**src/rtl/cpu_pkg.sv**
```systemverilog
// Shared CPU definitions: fetch state encoding, bubble encoding, datapath
// width, and the IF/ID pipeline record consumed by the decode stage.
package cpu_pkg;

  localparam int unsigned WORD_W = 32;

  // Encoding written into IF/ID when no real instruction is delivered.
  localparam logic [WORD_W-1:0] NOP_WORD = 32'h0000_0000;

  typedef enum logic [1:0] {
    S_BOOT = 2'd0,
    S_RUN  = 2'd1,
    S_HALT = 2'd2
  } fetch_state_t;

  typedef struct packed {
    logic [WORD_W-1:0] instruction;
    logic [WORD_W-1:0] pc;
    logic [WORD_W-1:0] pc_plus4;
    logic              valid;
  } if_id_t;

endpackage

```
**src/rtl/fetch_unit_if.sv**
```systemverilog
// Fetch-stage bus: instruction-memory address/data, pipeline control inputs
// (stall, flush, redirects, halt) and the IF/ID outputs plus status.
//   master : the fetch unit (drives InstAddress, IF/ID and status)
//   slave  : the surrounding pipeline / instruction memory
interface fetch_unit_if;
  import cpu_pkg::*;

  logic [WORD_W-1:0] InstAddress;
  logic [WORD_W-1:0] Instruction;
  logic              Stall;
  logic              Flush;
  logic              BranchTaken;
  logic [WORD_W-1:0] BranchTarget;
  logic              Jump;
  logic [WORD_W-1:0] JumpTarget;
  logic              Halt;
  logic [WORD_W-1:0] IfIdInstruction;
  logic [WORD_W-1:0] IfIdPC;
  logic [WORD_W-1:0] IfIdPCPlus4;
  logic              IfIdValid;
  logic              Halted;
  logic              AddrError;
  logic [WORD_W-1:0] FetchCount;

  modport master (
    input  Instruction, Stall, Flush, BranchTaken, BranchTarget,
           Jump, JumpTarget, Halt,
    output InstAddress, IfIdInstruction, IfIdPC, IfIdPCPlus4, IfIdValid,
           Halted, AddrError, FetchCount
  );

  modport slave (
    output Instruction, Stall, Flush, BranchTaken, BranchTarget,
           Jump, JumpTarget, Halt,
    input  InstAddress, IfIdInstruction, IfIdPC, IfIdPCPlus4, IfIdValid,
           Halted, AddrError, FetchCount
  );

endinterface

```
**src/rtl/fetch_unit_if_id_reg.sv**
```systemverilog
// IF/ID pipeline register.
//   clk, rst_n  : clock, async active-low reset
//   load        : capture instruction/pc, set valid
//   bubble      : write NOP, clear valid, keep pc fields
//   instruction : word fetched at pc
//   pc          : fetch address
//   q           : registered IF/ID record
// With neither load nor bubble the register holds.
module if_id_reg
  import cpu_pkg::*;
#(
  parameter logic [WORD_W-1:0] NOP_WORD = cpu_pkg::NOP_WORD
) (
  input  logic              clk,
  input  logic              rst_n,
  input  logic              load,
  input  logic              bubble,
  input  logic [WORD_W-1:0] instruction,
  input  logic [WORD_W-1:0] pc,
  output if_id_t            q
);

  always_ff @(posedge clk or negedge rst_n) begin
    if (!rst_n) begin
      q.instruction <= NOP_WORD;
      q.pc          <= '0;
      q.pc_plus4    <= '0;
      q.valid       <= 1'b0;
    end else if (load) begin
      q.instruction <= instruction;
      q.pc          <= pc;
      q.pc_plus4    <= pc + WORD_W'(4);
      q.valid       <= 1'b1;
    end else if (bubble) begin
      q.instruction <= NOP_WORD;
      q.valid       <= 1'b0;
    end
  end

endmodule

```
**src/rtl/fetch_unit.sv**
```systemverilog
// Instruction-fetch stage. Owns the PC, addresses the combinational
// instruction memory and registers the returned word into IF/ID.
//   Clk, Rst_n : clock, async active-low reset
//   bus        : fetch_unit_if.master (memory port, control, IF/ID, status)
// Per-edge priority in S_RUN: halt, redirect (branch over jump),
// out-of-range fetch, stall, flush, normal fetch.
module fetch_unit
  import cpu_pkg::*;
#(
  parameter logic [WORD_W-1:0] RESET_PC   = 32'h0000_0000,
  parameter int unsigned       IMEM_WORDS = 512,
  parameter logic [WORD_W-1:0] NOP_WORD   = cpu_pkg::NOP_WORD
) (
  input  logic                Clk,
  input  logic                Rst_n,
  fetch_unit_if.master        bus
);

  // 33 bits so the byte limit never truncates for large memories.
  localparam logic [WORD_W:0] PC_LIMIT = (WORD_W+1)'(IMEM_WORDS) * (WORD_W+1)'(4);

  fetch_state_t      st, st_nx;
  logic [WORD_W-1:0] pc, pc_nx, pc_plus4;
  logic [WORD_W-1:0] fetch_count;
  logic              addr_error;
  logic              load, bubble, err_set, out_of_range;
  if_id_t            if_id;

  assign pc_plus4     = pc + WORD_W'(4);
  assign out_of_range = ({1'b0, pc} >= PC_LIMIT);

  always_ff @(posedge Clk or negedge Rst_n) begin
    if (!Rst_n) begin
      st          <= S_BOOT;
      pc          <= RESET_PC;
      fetch_count <= '0;
      addr_error  <= 1'b0;
    end else begin
      st <= st_nx;
      pc <= pc_nx;
      if (load)    fetch_count <= fetch_count + WORD_W'(1);
      if (err_set) addr_error  <= 1'b1;
    end
  end

  always_comb begin
    st_nx   = st;
    pc_nx   = pc;
    load    = 1'b0;
    bubble  = 1'b0;
    err_set = 1'b0;
    unique case (st)
      S_BOOT: begin
        st_nx  = S_RUN;
        bubble = 1'b1;
      end
      S_RUN: begin
        if (bus.Halt) begin
          st_nx  = S_HALT;
          bubble = 1'b1;
        end else if (bus.BranchTaken) begin
          pc_nx  = bus.BranchTarget & ~WORD_W'(3);
          bubble = 1'b1;
        end else if (bus.Jump) begin
          pc_nx  = bus.JumpTarget & ~WORD_W'(3);
          bubble = 1'b1;
        end else if (out_of_range) begin
          err_set = 1'b1;
          st_nx   = S_HALT;
          bubble  = 1'b1;
        end else if (bus.Stall) begin
          // hold PC and IF/ID
        end else if (bus.Flush) begin
          pc_nx  = pc_plus4;
          bubble = 1'b1;
        end else begin
          pc_nx = pc_plus4;
          load  = 1'b1;
        end
      end
      S_HALT: begin
        bubble = 1'b1;
      end
      default: begin
        st_nx  = S_HALT;
        bubble = 1'b1;
      end
    endcase
  end

  if_id_reg #(
    .NOP_WORD (NOP_WORD)
  ) u_if_id (
    .clk         (Clk),
    .rst_n       (Rst_n),
    .load        (load),
    .bubble      (bubble),
    .instruction (bus.Instruction),
    .pc          (pc),
    .q           (if_id)
  );

  assign bus.InstAddress     = pc;
  assign bus.IfIdInstruction = if_id.instruction;
  assign bus.IfIdPC          = if_id.pc;
  assign bus.IfIdPCPlus4     = if_id.pc_plus4;
  assign bus.IfIdValid       = if_id.valid;
  assign bus.Halted          = (st == S_HALT);
  assign bus.AddrError       = addr_error;
  assign bus.FetchCount      = fetch_count;

endmodule

```
**src/flat_wrapper.sv**
```systemverilog
// flat-port wrapper written by rule: the top's interface ports become plain ports
module fetch_unit_flat import cpu_pkg::*;
#(
  parameter logic [WORD_W-1:0] RESET_PC   = 32'h0000_0000,
  parameter int unsigned       IMEM_WORDS = 512,
  parameter logic [WORD_W-1:0] NOP_WORD   = cpu_pkg::NOP_WORD
)
  (Clk, Rst_n, bus_Instruction, bus_Stall, bus_Flush, bus_BranchTaken, bus_BranchTarget, bus_Jump, bus_JumpTarget, bus_Halt, bus_InstAddress, bus_IfIdInstruction, bus_IfIdPC, bus_IfIdPCPlus4, bus_IfIdValid, bus_Halted, bus_AddrError, bus_FetchCount);
  fetch_unit_if bus_i ();
  input  logic Clk;
  input  logic Rst_n;
  input wire logic [$bits(bus_i.Instruction)-1:0] bus_Instruction;
  input wire logic [$bits(bus_i.Stall)-1:0] bus_Stall;
  input wire logic [$bits(bus_i.Flush)-1:0] bus_Flush;
  input wire logic [$bits(bus_i.BranchTaken)-1:0] bus_BranchTaken;
  input wire logic [$bits(bus_i.BranchTarget)-1:0] bus_BranchTarget;
  input wire logic [$bits(bus_i.Jump)-1:0] bus_Jump;
  input wire logic [$bits(bus_i.JumpTarget)-1:0] bus_JumpTarget;
  input wire logic [$bits(bus_i.Halt)-1:0] bus_Halt;
  output wire logic [$bits(bus_i.InstAddress)-1:0] bus_InstAddress;
  output wire logic [$bits(bus_i.IfIdInstruction)-1:0] bus_IfIdInstruction;
  output wire logic [$bits(bus_i.IfIdPC)-1:0] bus_IfIdPC;
  output wire logic [$bits(bus_i.IfIdPCPlus4)-1:0] bus_IfIdPCPlus4;
  output wire logic [$bits(bus_i.IfIdValid)-1:0] bus_IfIdValid;
  output wire logic [$bits(bus_i.Halted)-1:0] bus_Halted;
  output wire logic [$bits(bus_i.AddrError)-1:0] bus_AddrError;
  output wire logic [$bits(bus_i.FetchCount)-1:0] bus_FetchCount;
  assign bus_i.Instruction = bus_Instruction;
  assign bus_i.Stall = bus_Stall;
  assign bus_i.Flush = bus_Flush;
  assign bus_i.BranchTaken = bus_BranchTaken;
  assign bus_i.BranchTarget = bus_BranchTarget;
  assign bus_i.Jump = bus_Jump;
  assign bus_i.JumpTarget = bus_JumpTarget;
  assign bus_i.Halt = bus_Halt;
  assign bus_InstAddress = bus_i.InstAddress;
  assign bus_IfIdInstruction = bus_i.IfIdInstruction;
  assign bus_IfIdPC = bus_i.IfIdPC;
  assign bus_IfIdPCPlus4 = bus_i.IfIdPCPlus4;
  assign bus_IfIdValid = bus_i.IfIdValid;
  assign bus_Halted = bus_i.Halted;
  assign bus_AddrError = bus_i.AddrError;
  assign bus_FetchCount = bus_i.FetchCount;
  fetch_unit #(.RESET_PC(RESET_PC), .IMEM_WORDS(IMEM_WORDS), .NOP_WORD(NOP_WORD)) u_core (.Clk(Clk), .Rst_n(Rst_n), .bus(bus_i));
endmodule
```
**config.mk**
```make
export PLATFORM = sky130hd
export DESIGN_NAME = fetch_unit_flat
export DESIGN_NICKNAME = d
export VERILOG_FILES = /design/src/rtl/cpu_pkg.sv /design/src/rtl/fetch_unit_if.sv /design/src/rtl/fetch_unit_if_id_reg.sv /design/src/rtl/fetch_unit.sv /design/src/flat_wrapper.sv
export SDC_FILE = /design/constraint.sdc
export NUM_CORES = 1
export LEC_CHECK = 0
export ABC_AREA = 0
export CORE_MARGIN = 2
export CORE_UTILIZATION = 45
export CTS_CLUSTER_DIAMETER = 30
export CTS_CLUSTER_SIZE = 10
export DETAILED_ROUTE_END_ITERATION = 6
export GPL_TIMING_DRIVEN = 0
export PLACE_DENSITY = 0.81
export SLEW_MARGIN = 40
export SYNTH_ARGS = -nofsm -noshare
export SYNTH_HDL_FRONTEND = slang
export SYNTH_SLANG_ARGS = --single-unit
export TNS_END_PERCENT = 20
```
**constraint.sdc**
```tcl
create_clock -name Clk -period 3.1 [get_ports Clk]
set_clock_uncertainty 0.1 [all_clocks]
set_input_delay 0.62 -clock Clk [delete_from_list [all_inputs] [get_ports Clk]]
set_output_delay 0.62 -clock Clk [all_outputs]
set_load 0.1 [all_outputs]
```
==> run metrics, run 1 <==
Peak VDD IR=~500 uV; DR iter-0 viols=approximately 460; unique cell type count in the Yosys netlist=64; clk root buf=clkbuf_16; Global Route Usage Sum=25.18%; Synth Area in Simple Gates=17.85%; layout cells sized above 1=a little over a quarter; Reg2Reg Setup Slack=between 0.3 and 0.4 ns; chip height=approximately 130 um; largest net degree at the start of global routing=between 60 and 70; synth-to-layout area growth=37.40%; Worst-Margin Slew=0.7485 ns; adder-cell share of the synthesized area=0.5155%; 1st-pass router iterations=5; compound-cell area share of the yosys netlist=~15%; Top Family by Delay on Critical Path=simple AND/OR/NAND/NOR gates; TritonCTS sink count=about 160; overall power=roughly 6600 uW; CP Buf/Inv Count=3; CTS tree=done; CP dominant cell by count=buf_2; Max stage delay on crit path=roughly 0.67 ns; CP endpoint kind=flop; critical path startpoint category=input pin; starting density of the core=46.01%; Rel. slew slack=49.80%; multiplexer share of the synthesized area=3.832%; Yosys top cell by area=dfrtp_1; Inserted Diodes=0; area of the core=approximately 0.016 mm2; gpl congestion=between 0.9 and 1; Worst Hold End=u_core.bus.AddrError; initial antenna violation count=0; largest fanout on the critical path=10; max-cap viol count=0; slowest CP cell=nor4b_4; Clock transition at path regs=0.06 ns; post-synthesis instance total=approximately 670; Port-buffer cells=between 200 and 300; crit-path cells=clkdlybuf4s50_1, nor2_1, nand2_1, nor4b_4, buf_2, buf_2, a22o_1; fin nets=between 1000 and 1500; cell area after synthesis=0.007282 mm2; largest family of logic cells by synthesized area=simple AND/OR/NAND/NOR gates; CTS Buffer Depth=2; status=completed; Final min period=2.909 ns; via count=between 6000 and 7000; #FFs+latches synth=around 160; Avg Cell Area, Syn=10.93 um2; Power Dens Cells=656.3 mW/mm2; r2r worst-path depth=7; final setup fails=0; average wire per standard cell=roughly 18 um; post-synth top area share=54.30%; vias in the first global route=~6400; Min-Delay Path Class=flop to flop; Arr. time, crit path=roughly 3.2 ns; fraction of registers with async set/reset=100.0%; via density per instance=5.540; DR DRC count=0; Worst Hold Path Cells=1; Routed Antenna Nets=0; first-pass GRT wire length=~34000 um; number of buffers created by CTS=17; Reg-to-Reg Start=u_core.bus.InstAddress[14]; FMAX=about 340 MHz; drt total wl=21590 um; register area share after synthesis=54.30%; hold path startpoint=u_core.bus.AddrError; synth warn=0; postcts setup bufs=0; DP Wirelength=between 15000 and 20000 um; grt ovf=0; leakage power=around 0.005 uW; final max-slew violation count=0; Post-synth EDFFs=0; Finished Core Util=roughly 63%; CP Class=input pin to flop; Top Ports=266; final hold vios=0; clk_lat worst skew=roughly 0.43 ns; reg-to-reg critical path endpoint=u_core.bus.InstAddress[15]; Synth Area in XOR/XNOR=4.931%; final worst path period share=roughly 94%; CTS H-Tree Depth=4; RSZ-0062 raised after global routing=no; die area=about 0.017 mm2; synth top area cells=dfrtp_1, nor2b_1, a22o_1, mux2_2, xor2_1; row cnt=46; ys flop type=dfrtp_1; Die W=roughly 130 um; Required @ worst endpoint=3.36 ns
-- placed cells by master (no fill, tap or decap), types with 4 or more instances in the layout --
cell / count
nor4_1: 21
nand2_1: 53
clkbuf_16: 17
a21oi_1: 22
o31a_1: 4
xnor2_1: 17
nand3_1: 16
nor3_1: 21
o311ai_0: 6
conb_1: 6
o311ai_1: 4
o21ai_0: 14
or4_1: 4
inv_1: 14
nor2b_1: 45
buf_4: 8
clkbuf_1: 24
or2_2: 4
nand2b_1: 12
or3_1: 4
a22o_1: 32
xor2_1: 24
mux2_2: 21
nor2_1: 16
inv_6: 5
buf_2: 173
clkdlybuf4s50_1: 96
o211ai_1: 7
nand4_1: 13
a31oi_1: 23
o21a_1: 8
dfrtp_1: 158
-- flip-flops by register name, summed over array words and instances (netlist names) --
name,cells
u_core.u_if_id.q,93
u_core.bus.FetchCount,32
u_core.bus.InstAddress,30
u_core.st,2
u_core.bus.AddrError,1
-- final cells by class --
class	count	area, um2
fill	1313	5822
clock buffer	18	429.2
buffer	48	230.2
sequential	158	3954
clock inverter	14	178.9
multi-input combinational	449	3057
tap	216	270.3
inverter	16	60.06
timing repair buffer	257	1827
-- worst max-delay path by stage --
stage | cells past startpoint | end | start
global placement | 1 | u_core.u_if_id.q[16] | Rst_n
global route | 7 | u_core.u_if_id.q[93] | bus_Jump
CTS | 7 | u_core.u_if_id.q[93] | bus_Jump
detailed placement | 7 | u_core.u_if_id.q[90] | bus_Halt
finish | 7 | u_core.u_if_id.q[70] | bus_Jump
floorplan | 7 | u_core.bus.InstAddress[20] | u_core.bus.InstAddress[3]
-- per-stage QoR --
stage / area, um2 / setup WS, ns / setup TNS [ns] / std cells / hold WS (ns)
2_1_floorplan: 7301 / 0.04787 / 0 / 671 / 0.2244
3_3_place_gp: 10110 / -5.129 / -817.54 / 1141 / 0.3557
3_5_place_dp: 9388 / -0.3387 / -16.29 / 1143 / 0.3599
4_1_cts: 10010 / 0.1083 / 0 / 1176 / 0.3776
5_1_grt: 10010 / 0.03230 / 0 / 1176 / 0.3919
6_report: 10010 / 0.1915 / 0 / 1176 / 0.3782
-- cell families after synthesis --
family                   count (synthesis)
AO/OA/AOI/OAI                          145
XOR/XNOR                                41
adder cells (fa/ha/maj)                  3
buffers and inverters                   64
flip-flops                             158
multiplexers                            25
other                                    1
AND/OR/NAND/NOR                        229
-- cells in the mapped netlist, types with 6 or more instances --
master	number
a21oi_1	22
a22o_1	32
a31oi_1	23
buf_2	16
buf_4	8
clkbuf_1	23
dfrtp_1	158
inv_1	14
mux2_2	21
nand2_1	53
nand2b_1	12
nand3_1	16
nand4_1	13
nor2_1	16
nor2b_1	45
nor3_1	21
nor4_1	21
o211ai_1	7
o21a_1	8
o21ai_0	14
o311ai_0	6
xnor2_1	17
xor2_1	24
-- timing repair --
| action | in CTS | in global routing |
|---|---|---|
| endpoints found under the hold margin | 30 | 0 |
| hold buffers | 1 | 0 |
| gates resized for setup | 0 | 0 |
-- where the power goes --
part / internal [uW] / switching (uW) / total, uW
clock network: 1280 / 894 / 2180
logic: 448 / 1510 / 1960
registers: 2200 / 235 / 2430
total: 3930 / 2640 / 6570
-- metal layers --
layer  track usage (%)  up-vias  wire (um)
met5                 0        -          0
met2             39.97      318      10000
met4             10.39        0        716
li1                  -     2983          -
met3             6.443       60       1686
met1             33.07     3154       9190
-- worst register-to-register path: cells and delay by family (launching register included) --
family | cells | cell delay [ns]
buf+inv | 2 | 0.63
flops | 1 | 0.38
compound gates | 3 | 1.03
simple gates | 2 | 0.58
(Power assumes the default switching activity.)
==> inputs of run 2 (changes only) <==
--- a/config.mk
+++ b/config.mk
@@ -6,6 +6,7 @@
 export NUM_CORES = 1
 export LEC_CHECK = 0
 export ABC_AREA = 0
+export CORE_ASPECT_RATIO = 0.7
 export CORE_MARGIN = 2
 export CORE_UTILIZATION = 45
 export CTS_CLUSTER_DIAMETER = 30
==> run 2 against run 1 <==
Effect of this change: clock power shrank 6%; first-iteration DRC count grew 16%; highest routed layer unchanged; core utilization is 0.51 points higher; count of clock-buffer cells in the layout unchanged; die area hardly changed.
==> run metrics, run 2 (synthesized netlist as in run 1, its figures left out) <==
reg-to-reg critical path endpoint=u_core.bus.InstAddress[16]; Top Ports=266 (unchanged); initial antenna violation count=0 (unchanged); Layout Cells excl Fill=1160 (-1.4%); r2r worst-path depth=6 (-1); number of buffers created by CTS=17 (unchanged); clk root buf=clkbuf_16; gpl congestion=0.9236 (-0.61%); hold path startpoint=u_core.bus.FetchCount[31]; CP Class=flop to flop; RSZ-0062 raised after global routing=no; CTS Buffer Depth=2 (unchanged); average wire per standard cell=19.33 um (+5.3%); area of the core=0.01564 mm2 (-1.2%); first-pass GRT wire length=35860 um (+4.6%); fin nets=1053 (unchanged); Arr. time, crit path=3.21 ns (+0.04 ns); max FFs per register=93 (unchanged); postcts setup bufs=0 (unchanged); final setup fails=0 (unchanged); Worst-Margin Slew=0.8168 ns (+0.06835 ns); Reg-to-Reg Start=u_core.bus.InstAddress[11]; row cnt=38 (-17%); Routed Antenna Nets=0 (unchanged); vias in the first global route=6545 (+1.6%); max-cap viol count=0 (unchanged); grt ovf=0 (unchanged); largest net degree at the start of global routing=73 (+11%); starting density of the core=46.55% (+0.54 points); largest fanout on the critical path=10 (unchanged); Required @ worst endpoint=3.33 ns (-0.03 ns); final worst path period share=96.21% (+2.4 points); Inserted Diodes=0 (unchanged); via density per instance=5.578 (+0.68%); CTS tree=done; DR DRC count=0 (unchanged); Power Dens Cells=649.5 mW/mm2 (-1.0%); dpl ws=-0.2760 ns (+0.06264 ns); largest register by flop count=u_core.u_if_id.q; CTS H-Tree Depth=4 (unchanged); status=completed; leakage power=0.004993 uW (-0.17%); most frequent cells in the layout=buf_2, dfrtp_1, clkdlybuf4s50_1; Placed Cells=1127 (-1.4%); drt total wl=22420 um (+3.8%); Final min period=2.983 ns (+0.07402 ns); Reg2Reg Setup Slack=0.12 ns (-0.19 ns); Worst Hold Path Cells=1 (unchanged); Clock transition at path regs=0.07 ns (about the same); Global Route Usage Sum=26.55% (+1.4 points); DP Wirelength=16700 um (+5.1%); 1st-pass router iterations=4 (-1); Min-Delay Path Class=flop to flop; Worst Hold End=u_core.bus.FetchCount[31]; CP endpoint kind=flop; Worst Setup Slack, final=0.1175 ns (-0.07402 ns); Port-buffer cells=254 (unchanged); via count=6470 (-0.69%); critical path startpoint category=flop; final max-slew violation count=0 (unchanged); chip height=110.4 um (-16%); TritonCTS sink count=158 (unchanged); DR iter-0 viols=530 (+16%); Die W=156.0 um (+19%); Peak VDD IR=522.1 uV (+4.1%); synth-to-layout area growth=36.89%; final hold vios=0 (unchanged); FMAX=335.3 MHz (-2.5%); commonest non-fill, non-tap cell in the layout=buf_2; fill count=1283 (-2.3%); clk_lat worst skew=0.42 ns (about the same); layout cells sized above 1=26.67% (+0.31 points); Rel. slew slack=45.22% (-4.6 points); die area=0.01723 mm2 (about the same)
==> run 2: critical path: stages (launching register included) <==
cell and delay [ns]:
dfrtp_1 0.47, nor4_1 0.44, nand4_2 0.30, o31ai_2 0.74, clkbuf_1 0.52, a21oi_1 0.13, a31oi_1 0.18
==> run 2: what timing repair did <==
item / in CTS / in global routing
hold buffers: 1 / 0
resized for setup: 0 / 1
setup endpoints to repair: 0 / 1
hold endpoints to repair: 20 / 0
==> run 2: area by class of cell <==
| cell class | count | area (um2) | area share, % |
|---|---|---|---|
| buffer | 48 | 230.2 | 2.310 |
| clock buffer | 18 | 439.2 | 4.406 |
| clock inverter | 14 | 142.6 | 1.431 |
| inverter | 16 | 60.06 | 0.6025 |
| multi-input combinational | 449 | 3065 | 30.75 |
| sequential | 158 | 3954 | 39.66 |
| tap | 200 | 250.2 | 2.510 |
| timing repair buffer | 257 | 1827 | 18.33 |
==> run 2: worst max path at each step <==
| stage | from | to | depth (start not counted) |
|---|---|---|---|
| after CTS | bus_Jump | u_core.u_if_id.q[89] | 7 |
| final | u_core.bus.InstAddress[11] | u_core.bus.InstAddress[16] | 6 |
| after global routing | u_core.bus.InstAddress[11] | u_core.bus.InstAddress[14] | 6 |
| after floorplan | u_core.bus.InstAddress[3] | u_core.bus.InstAddress[20] | 7 |
| after detailed placement | bus_Jump | u_core.u_if_id.q[89] | 7 |
| after global placement | Rst_n | u_core.bus.FetchCount[31] | 1 |
==> run 2: routing by layer <==
metal,share of wire [%],global-route usage [%],vias to the layer above
met4,1.4,6.850,0
met1,45,39.20,3140
li1,-,-,2974
met3,11,8.634,22
met2,43,37.55,334
met5,0,0,-
==> run 2: report_power, final <==
part	leakage, uW	internal, uW	switching (uW)
registers	0.00212	2190	250
logic	0.00259	448	1530
clock network	0.000285	1100	961
==> run 2: metrics by stage <==
stage | total power (uW) | cell area, um2 | setup TNS, ns | hold WS, ns | util (%)
2_1_floorplan | 3897 | 7301 | 0 | 0.2244 | -
3_3_place_gp | 4537 | 10090 | -825.05 | 0.3584 | 64.53
3_5_place_dp | 4434 | 9374 | -12.57 | 0.3640 | 59.93
4_1_cts | 6499 | 9966 | 0 | 0.3735 | 63.71
5_1_grt | 6719 | 9968 | 0 | 0.3930 | 63.73
6_report | 6475 | 9968 | 0 | 0.3664 | 63.73
==> inputs of run 3 (changes only) <==
--- a/config.mk
+++ b/config.mk
@@ -14,7 +14,7 @@
 export DETAILED_ROUTE_END_ITERATION = 6
 export GPL_TIMING_DRIVEN = 0
 export PLACE_DENSITY = 0.81
-export SLEW_MARGIN = 40
+export SLEW_MARGIN = 10
 export SYNTH_ARGS = -nofsm -noshare
 export SYNTH_HDL_FRONTEND = slang
 export SYNTH_SLANG_ARGS = --single-unit
==> run 3 against run 2 <==
Effect of this change: maximum frequency down 1.5%; sequential cell count stayed put; non-clock buffer count up 1; hold slack got worse by 0.31 ns; highest routed layer unchanged; critical endpoint is now u_core.bus.InstAddress[12]; critical path depth unchanged; final area rose by 8.0%.
==> run metrics, run 3 (synthesized netlist as in run 1, its figures left out) <==
vias in the first global route=6577 (+0.49%); slowest CP cell=o31ai_2; critical path startpoint category=flop; largest net degree at the start of global routing=88 (+21%); commonest non-fill, non-tap cell in the layout=clkdlybuf4s50_1; synth-to-layout area growth=47.85%; drt total wl=23150 um (+3.3%); Max stage delay on crit path=0.75 ns (about the same); Power Dens Cells=624.1 mW/mm2 (-3.9%); DR iter-0 viols=495 (-6.6%); largest fanout on the critical path=10 (unchanged); Final min period=3.027 ns (+0.04448 ns); Final Cell Area=0.01077 mm2 (+8.0%); number of buffers created by CTS=17 (unchanged); Top Family by Delay on Critical Path=compound AO/OA/AOI/OAI gates; Inserted Diodes=0 (unchanged); most frequent cells in the layout=clkdlybuf4s50_1, dfrtp_1, nand2_1; final max-slew violation count=0 (unchanged); CTS H-Tree Depth=4 (unchanged); final hold vios=0 (unchanged); final worst path period share=97.65% (+1.4 points); Min-Delay Path Class=input pin to asynchronous set/reset pin; CTS tree=done; Top Ports=266 (unchanged); row cnt=38 (unchanged); TritonCTS sink count=158 (unchanged); starting density of the core=46.55% (unchanged); CP endpoint kind=flop; Peak VDD IR=404.0 uV (-23%); max FFs per register=93 (unchanged); Global Route Usage Sum=27.28% (+0.73 points); 1st-pass router iterations=5 (+1); gpl congestion=0.9236 (unchanged); fin nets=1054 (+0.095%); leakage power=0.004740 uW (-5.1%); Die W=156.0 um (unchanged); Routed Antenna Nets=0 (unchanged); CP Buf/Inv Count=1 (unchanged); chip height=110.4 um (unchanged); Required @ worst endpoint=3.33 ns (about the same); CP Class=flop to flop; crit-path cells=nor4_1, nand4_2, o31ai_2, clkbuf_1, a21oi_1, a31oi_1; average wire per standard cell=19.94 um (+3.2%); first-pass GRT wire length=36750 um (+2.5%); area of the core=0.01564 mm2 (unchanged); Port-buffer cells=254 (unchanged); CTS Buffer Depth=2 (unchanged); Reg-to-Reg Start=u_core.bus.InstAddress[11]; FMAX=330.4 MHz (-1.5%); Worst-Margin Slew=1.046 ns (+0.2295 ns); status=completed; clk root buf=clkbuf_16; DR DRC count=0 (unchanged); grt ovf=0 (unchanged); RSZ-0062 raised after global routing=yes; die area=0.01723 mm2 (unchanged); Clock transition at path regs=0.08 ns (about the same); via count=6568 (+1.5%); largest register by flop count=u_core.u_if_id.q; final setup fails=0 (unchanged); clk_lat worst skew=0.42 ns (about the same); dpl cell area=0.01013 mm2 (+8.0%); via density per instance=5.657 (+1.4%); layout cells sized above 1=10.30% (-16 points); Arr. time, crit path=3.25 ns (+0.04 ns); crit path from=u_core.bus.InstAddress[11]; DP Wirelength=16950 um (+1.5%); Rel. slew slack=29.60% (-16 points); overall power=6720 uW (+3.8%); initial antenna violation count=0 (unchanged); max-cap viol count=0 (unchanged)
-- run 3: cell types whose count changed in the layout (fill, tap and decap cells not counted), sizes merged --
cell           delta
clkdlybuf4s50   +157
buf             -155
bufinv            +2
inv               -2
clkbuf            +1
clkinv            -1
dlygate4sd3       -1
-- run 3: routing by layer --
metal,vias up,track usage [%],part of all wire (%)
met5,-,0,0
li1,2967,-,-
met4,0,6.483,1.1
met3,21,8.438,9.8
met2,331,39.41,44
met1,3249,40.11,45
-- run 3: repair_timing --
item                                    4_1_cts  5_1_grt
gates resized for setup                       0        1
hold buffers                                  0        0
setup buffers                                 0        3
endpoints found under the setup margin        0       38
-- run 3: power by group --
part	switching, uW	total, uW	internal [uW]
Clock	927	2180	1250
Sequential	259	2450	2190
Combinational	1520	2090	571
-- run 3: path summary, 6_finish.rpt --
path,to,slack (ns),cells after the start
setup / recovery,u_core.bus.InstAddress[12],0.07,6
hold / removal,u_core.u_if_id.q[47],0.06,1
setup reg to reg,u_core.bus.InstAddress[12],0.07,6
hold reg to reg,u_core.bus.FetchCount[31],0.37,1
max in group asynchronous,u_core.u_if_id.q[68],2.04,2
min in group Clk,u_core.bus.FetchCount[31],0.37,1
-- run 3: stage by stage --
stage	setup slack, ns	TNS, ns	util, %	std cells	hold WS (ns)
finish	0.07298	0	68.83	1161	0.05736
global route	-0.05277	-0.2155	68.83	1161	0.1237
CTS	0.1146	0	68.67	1158	0.1149
detailed placement	-0.3104	-14.81	64.73	1126	0.3607
global placement	-5.172	-825.05	64.53	1125	0.3584
floorplan	0.04787	0	-	671	0.2244
-- run 3: layout make-up --
cell class              instances  area [um2]
multi-input cells             449        3059
flip-flops and latches        158        3954
plain buffers                  48       230.2
fillers                      1185        4876
repair buffers                258        2597
well taps                     200       250.2
clock buffers                  19       442.9
inverters                      16       60.06
clock inverters                13       172.7
